--- config.mk ---
export PLATFORM = sky130hd
export DESIGN_NAME = fifo_tx_serializer
export DESIGN_NICKNAME = d
export VERILOG_FILES = /design/src/rtl/fifo_tx_serializer_pkg.sv /design/src/rtl/fifo_tx_serializer_bit_timer.sv /design/src/rtl/fifo_tx_serializer.sv
export SDC_FILE = /design/constraint.sdc
export NUM_CORES = 1
export LEC_CHECK = 0
export CAP_MARGIN = 20
export CELL_PAD_IN_SITES_DETAIL_PLACEMENT = 0
export CELL_PAD_IN_SITES_GLOBAL_PLACEMENT = 1
export CORE_MARGIN = 3
export CORE_UTILIZATION = 40
export DETAILED_ROUTE_END_ITERATION = 7
export GPL_ROUTABILITY_DRIVEN = 0
export HOLD_SLACK_MARGIN = 0.08
export PLACE_DENSITY = 0.92
export SLEW_MARGIN = 20
export SYNTH_ARGS = -nofsm -noshare
export SYNTH_HDL_FRONTEND = slang
export SYNTH_SLANG_ARGS = --single-unit
export TNS_END_PERCENT = 1
--- constraint.sdc ---
create_clock -name clk -period 4.1 [get_ports clk]
set_clock_uncertainty 0.1 [all_clocks]
set_input_delay 0.82 -clock clk [delete_from_list [all_inputs] [get_ports clk]]
set_output_delay 0.82 -clock clk [all_outputs]
set_load 0.005 [all_outputs]
--- src/rtl/fifo_tx_serializer_pkg.sv ---
// Shared constants and FSM encoding for the FIFO drain serializer.
// The FIFO and the serializer take their word width from here.
package fifo_tx_serializer_pkg;

    localparam int unsigned DATA_WIDTH   = 16;
    localparam int unsigned CLKS_PER_BIT = 4;

    typedef enum logic [2:0] {
        IDLE  = 3'd0,
        READ  = 3'd1,
        LOAD  = 3'd2,
        START = 3'd3,
        DATA  = 3'd4,
        STOP  = 3'd5
    } tx_state_t;

endpackage

--- src/rtl/fifo_tx_serializer_bit_timer.sv ---
// Serial bit period counter: pulses bit_end on the last cycle of a bit.
// Holds at zero while restart is high and wraps on its own at each bit end.
module bit_timer #(
    parameter int unsigned clks_per_bit = 4
) (
    input  logic clk,
    input  logic rst,
    input  logic restart,
    output logic bit_end
);

    localparam int unsigned CW = (clks_per_bit > 1) ? $clog2(clks_per_bit) : 1;
    localparam logic [CW-1:0] LAST = CW'(clks_per_bit - 1);

    logic [CW-1:0] cnt_q;

    always_ff @(posedge clk or posedge rst) begin
        if (rst) begin
            cnt_q <= '0;
        end else if (restart || bit_end) begin
            cnt_q <= '0;
        end else begin
            cnt_q <= cnt_q + CW'(1);
        end
    end

    assign bit_end = (cnt_q == LAST);

endmodule

--- src/rtl/fifo_tx_serializer.sv ---
// Pops words from the FIFO and shifts them out as start/data(LSB first)/stop frames.
// All outputs are decoded from registered state, so reset forces them immediately.
module fifo_tx_serializer
    import fifo_tx_serializer_pkg::*;
#(
    parameter int unsigned width        = DATA_WIDTH,
    parameter int unsigned clks_per_bit = CLKS_PER_BIT
) (
    input  logic             clk,
    input  logic             rst,
    input  logic             tx_en,
    input  logic             fifo_empty,
    input  logic [width-1:0] fifo_data,
    output logic             re,
    output logic             tx,
    output logic             busy,
    output logic             word_done
);

    localparam int unsigned IW = (width > 1) ? $clog2(width) : 1;
    localparam logic [IW-1:0] LAST_IDX = IW'(width - 1);

    tx_state_t        state_q, state_d;
    logic [width-1:0] shreg_q;
    logic [IW-1:0]    idx_q;
    logic             bit_end;
    logic             timer_restart;

    // Timer sits at zero before the frame so START gets a full bit period
    assign timer_restart = (state_q == IDLE) || (state_q == READ) ||
                           (state_q == LOAD);

    bit_timer #(
        .clks_per_bit(clks_per_bit)
    ) u_bit_timer (
        .clk    (clk),
        .rst    (rst),
        .restart(timer_restart),
        .bit_end(bit_end)
    );

    always_ff @(posedge clk or posedge rst) begin
        if (rst) begin
            state_q <= IDLE;
        end else begin
            state_q <= state_d;
        end
    end

    always_ff @(posedge clk or posedge rst) begin
        if (rst) begin
            shreg_q <= '0;
            idx_q   <= '0;
        end else if (state_q == LOAD) begin
            shreg_q <= fifo_data;
            idx_q   <= '0;
        end else if (state_q == DATA && bit_end) begin
            shreg_q <= shreg_q >> 1;
            idx_q   <= idx_q + IW'(1);
        end
    end

    always_comb begin
        state_d   = state_q;
        re        = 1'b0;
        tx        = 1'b1;
        busy      = 1'b1;
        word_done = 1'b0;
        unique case (state_q)
            IDLE: begin
                busy = 1'b0;
                if (tx_en && !fifo_empty) state_d = READ;
            end
            READ: begin
                re      = 1'b1;
                state_d = LOAD;
            end
            LOAD: state_d = START;
            START: begin
                tx = 1'b0;
                if (bit_end) state_d = DATA;
            end
            DATA: begin
                tx = shreg_q[0];
                if (bit_end && idx_q == LAST_IDX) state_d = STOP;
            end
            STOP: begin
                word_done = bit_end;
                if (bit_end) state_d = IDLE;
            end
            default: state_d = IDLE;
        endcase
    end

endmodule
# Word-level counts from Yosys, hierarchy flattened
# Cells that the tools add are included.
[word_totals]
regBits = 25
in_bits = 20
output_inout_bits = 4
elab_cells = 41
[op_classes]
n_addsub = 2
n_eq_ne = 11
muxes = 14
reduce_logical = 10
[op_table]
columns = ["operator", "n"]
rows = [
  ["16-bit two-way mux", 2],
  ["3-bit one-hot mux with 6 select lines", 1],
  ["3-bit two-way mux", 4],
  ["4-bit two-way mux", 2],
  ["3-bit by 2-bit equality test with 1-bit output, second input constant", 2],
  ["3-bit equality test, second input constant", 2],
  ["4-bit by 1-bit adder with 4-bit output, second input constant", 1],
  ["4-bit equality test, second input constant", 1],
  ["2-bit by 1-bit != test with 1-bit output, second input constant", 2],
  ["2-bit != test, second input constant", 2],
  ["4-bit AND reduction", 1],
  ["3-bit by 1-bit equality test with 1-bit output, second input constant", 1],
  ["1-bit logical AND", 3],
  ["3-bit zero test", 1],
  ["1-bit logical OR", 3],
  ["1-bit two-way mux", 3],
  ["2-bit by 1-bit adder with 2-bit output, second input constant", 1],
  ["2-bit equality test, second input constant", 1],
  ["2-bit two-way mux", 1],
  ["1-bit one-hot mux with 2 select lines", 1],
  ["2-bit nonzero test", 1],
  ["1-bit zero test", 1],
]

# Depth between registers and ports, before layout
[logic_depth]
depth_word = 5
mapped_depth = 6
ltp_nobuf = 4

# Hierarchy
# Synthesis repeated with hierarchy kept, for this count alone.
[hier_totals]
hier_cells = 121
area_unflattened_um2 = 1196.1
[by_module_without_submodules]
columns = ["module", "n_inst", "cells_per_inst", "area_per_inst_um2", "seq_area_each_um2"]
rows = [
  ["fifo_tx_serializer", 1, 115, 1107.3, 575.6],
  ["bit_timer", 1, 6, 88.8, 50.0],
]

# Least setup slack after synthesis
# Ideal clock, no wire load.
[synth_path]
kind = "register to output"
startpoint = "register state_q[0]"
endpoint = "output port word_done"
arrival_time_ns = 0.974
required_ns = 3.180
slack_ns = 2.206
stages_incl_launch_ff = 4
n_path_buf = 1
cell_sequence = "dfrtp_1 clkbuf_1 nand2_1 nor3b_1"
[synth_via]
elab_chain_len = 2
[synth_rtl]
columns = ["element", "line", "source"]
rows = [
  ["start, declared", "fifo_tx_serializer.sv:23", "tx_state_t state_q, state_d;"],
  ["start signal, assigned", "fifo_tx_serializer.sv:46", "state_q <= state_d;"],
  ["3-bit equality test", "fifo_tx_serializer.sv:69", "unique case (state_q)"],
  ["1-bit two-way mux", "fifo_tx_serializer.sv:69", ""],
  ["end, declared", "fifo_tx_serializer.sv:17", "output logic word_done"],
]
# No other way between the ends.

# Worst setup path in the final report
[layout_path]
startpoint = "register u_bit_timer.cnt_q[0]"
endpoint = "output port word_done"
[layout_via]
elab_chain_len = 2
[layout_rtl]
columns = ["element", "line", "source"]
rows = [
  ["start, declared", "fifo_tx_serializer_bit_timer.sv:15", "logic [CW-1:0] cnt_q;"],
  ["start signal, assigned", "fifo_tx_serializer_bit_timer.sv:23", "cnt_q <= cnt_q + CW'(1);"],
  ["2-bit equality test", "fifo_tx_serializer_bit_timer.sv:27", "assign bit_end = (cnt_q == LAST);"],
  ["1-bit two-way mux", "fifo_tx_serializer.sv:69", ""],
]
# No other way between the ends.

==> out/metrics.csv <==
metric,value,unit
# placed instances,170,
wire length of the first global-routing pass,3980,um
share of cells above drive strength 1,0.0420,
adder-cell share of the synthesized area,0.0212,
post-detailed-route count of antenna-violating nets,0,
"Setup violations, final",0,
cell type of the slowest stage on the worst timing path,sky130_fd_sc_hd__clkdlybuf4s50_1,
clock transition time at the flip-flop clock pins of the worst setup and hold paths,0.12,ns
instance area after placement,1410,um2
most common cell in the netlist,sky130_fd_sc_hd__dfrtp_1,
"EDFF count, synth",0,
max-slew violation count,0,
"synthesized-area fraction occupied by ao, oa, aoi and oai cells",0.207,
worst vdd rail ir drop,0.338,mV
setup repair bufs after CTS,0,
Worst setup EP type,primary output,
# rows,19,
TritonCTS clock tree,built,
routed wire length per instance,13.5,um
HPWL Detailed,1610,um
cell type group with the largest total delay on the critical path,buffers and inverters,
DRC marker count from the first detailed-route iteration,31,
final design area excluding fillers,1430,um2
netlist area before placement,1180,um2
worst relative slew slack,0.383,
kind of start point of the critical path,flop,
sequence of cells on the critical path,"ha_1, nand2_1, nor3b_1, clkdlybuf4s50_1",
total number of vias,948,
combinational family with the most area after synthesis,compound AO/OA/AOI/OAI gates,
maximum cell stage delay along the critical path,0.53,ns
fraction of synthesized cell area in xor and xnor cells,0.00742,
critical path type,flop to primary output,
unrepaired setup endpoints after global routing,no,
sum of routed wire length over all layers,2350,um
count of boundary I/O pins,24,
pin count of the biggest net entering global routing,26,
TritonCTS buffer count,3,
depth of the CTS H-tree,1,
CTS resizes,0,
CTS sink count,25,
# Max-Cap Violations,0,
Arrival @ worst endpoint,1.89,ns
Fmax achieved,0.356,GHz
cell types occupying the most area after synthesis,"sky130_fd_sc_hd__dfrtp_1 53%, sky130_fd_sc_hd__a21oi_1 6.8%, sky130_fd_sc_hd__o22ai_1 6.4%, sky130_fd_sc_hd__inv_1 4.8%, sky130_fd_sc_hd__o21ai_0 2.5%",
part of the Yosys area used for sequential elements,0.530,
count of mapped cells out of synthesis,124,
run status,"complete, no violations",
Worst Path Required,3.18,ns
top cell type by total area after synthesis,sky130_fd_sc_hd__dfrtp_1,
number of warnings printed during yosys synthesis,0,
vertical extent of the die,60.3,um
net count reported at finish,166,
combined buffer and inverter count along the critical path,1,
mux cell area share after synthesis,0,
share of the cycle needed by the critical path after routing,0.685,
floorplan die area,3640,um2
proportion of netlist area held by the largest area contributor,0.530,
setup slack of the critical path after layout,1.29,ns
GRT overflow,0,
per-cell via count in the routed design,5.45,
LEAKAGE,0.000636,uW
worst setup slack after placement,1.66,ns
class of the tightest hold or removal check,flop to flop,
Max Root-Sink Buffers,2,
total core area,2780,um2
final instance count without filler cells,174,
Tot GR Track Use,0.147,
library cells used by synthesis,29,
layout overhead on the synthesized area,21.4,%
proportion of synthesized flip-flops having asynchronous set or reset,1.00,
leading post-synthesis cells by instance count,"25 x sky130_fd_sc_hd__dfrtp_1, 16 x sky130_fd_sc_hd__a21oi_1, 15 x sky130_fd_sc_hd__inv_1, 12 x sky130_fd_sc_hd__o22ai_1, 8 x sky130_fd_sc_hd__nand2_1",
"Net Count, Synth",146,
average size of a mapped cell,9.53,um2
fin crit period,2.81,ns
endpoints failing hold,0,
initial core utilization,0.425,
PwrDens,568,nW/um2
simple-gate share of the synthesized area,0.151,
CTS root buffer,sky130_fd_sc_hd__clkbuf_4,
initial antenna violation count,0,
number of buffers inserted for hold repair after clock tree synthesis,0,
number of port buffers,23,
number of fill cells in the layout,275,
crit path max fanout,8,
number of design rule violations left after detail routing,0,
flip-flop cell with the highest count after synthesis,sky130_fd_sc_hd__dfrtp_1,
insertion delay of the later-clocked pin in the worst-skew pair,0.31,ns
overall power,814,uW
slew of the pin with the lowest slew margin,0.925,ns
number of search-and-repair iterations in the first detailed-routing pass,4,
via count of the first global-routing pass,929,
number of synthesized register bits,25,
number of antenna cells inserted,0,
total negative slack for setup checks,0,ns
chip width,60.3,um
-- layout make-up --
type	instances	area [um2]	area share
clock buffers	4	26.3	0.0183
inverters	15	56.3	0.0393
multi-input cells	76	457	0.318
flip-flops and latches	25	626	0.436
well taps	31	38.8	0.0271
repair buffers	23	230	0.161
-- power by group --
group	switching (uW)	internal, uW	leakage (uW)	total [uW]
registers	74.0	343	0.000292	417
logic	147	143	0.000329	290
clock network	69.8	38.0	0.0000150	108
-- worst paths after layout --
path / from / endpoint / slack, ns / depth (start not counted)
setup reg to reg: u_bit_timer.cnt_q[0]$_DFF_PP0_ / idx_q[3]$_DFFE_PP0P_ / 1.87 / 4
hold reg to reg: u_bit_timer.cnt_q[0]$_DFF_PP0_ / u_bit_timer.cnt_q[0]$_DFF_PP0_ / 0.37 / 1
max in group asynchronous: rst / shreg_q[13]$_DFFE_PP0P_ / 2.44 / 2
setup / recovery: u_bit_timer.cnt_q[0]$_DFF_PP0_ / word_done / 1.29 / 4
min in group asynchronous: rst / state_q[2]$_DFFE_PP0P_ / 0.89 / 2
hold / removal: u_bit_timer.cnt_q[0]$_DFF_PP0_ / u_bit_timer.cnt_q[0]$_DFF_PP0_ / 0.37 / 1
-- kinds of logic (layout without fill, tap and decap cells) --
kind of cell | after synthesis | after routing
DFF | 25 | 25
adders and majority gates | 2 | 2
AOI/OAI and AO/OA | 42 | 42
xor gates and xnor gates | 1 | 1
buffers and inverters | 23 | 42
and+or+nand+nor | 31 | 31
-- metal layers --
layer | part of all wire | GRT usage | wire [um] | vias to the layer above
li1 | - | - | - | 473
met1 | 0.49 | 0.192 | 1160 | 446
met2 | 0.44 | 0.235 | 1030 | 24
met3 | 0.045 | 0.0191 | 106 | 5
met4 | 0.025 | 0.0854 | 58 | 0
met5 | 0 | 0 | 0 | -
-- sequential cells by signal (all words and copies together), names as in the netlist --
name,flops
u_bit_timer.cnt_q,2
idx_q,4
shreg_q,16
state_q,3
-- layout by cell type, fill, tap and decap left out, drive strengths merged, types with 2 or more instances in the layout --
| cell | instances |
|---|---|
| clkbuf | 4 |
| nor3 | 2 |
| nor3b | 3 |
| a21oi | 16 |
| a31oi | 4 |
| o22ai | 12 |
| clkdlybuf4s50 | 23 |
| ha | 2 |
| dfrtp | 25 |
| nand2 | 8 |
| o21ai | 6 |
| or3 | 3 |
| inv | 15 |
| a22o | 2 |
| nor2 | 7 |
-- worst reg2reg max path, stage by stage (launching register included) --
cell                        delay, ns
sky130_fd_sc_hd__dfrtp_1         0.39
sky130_fd_sc_hd__ha_1            0.31
sky130_fd_sc_hd__nand4bb_1       0.62
sky130_fd_sc_hd__or3_1           0.58
sky130_fd_sc_hd__a21oi_1         0.16
-- metrics by stage --
stage,util,hold slack (ns)
floorplan,-,0.315
global placement,0.506,0.325
detailed placement,0.506,0.353
CTS,0.516,0.371
global route,0.516,0.382
finish,0.516,0.373
(Power assumes the default switching activity.)
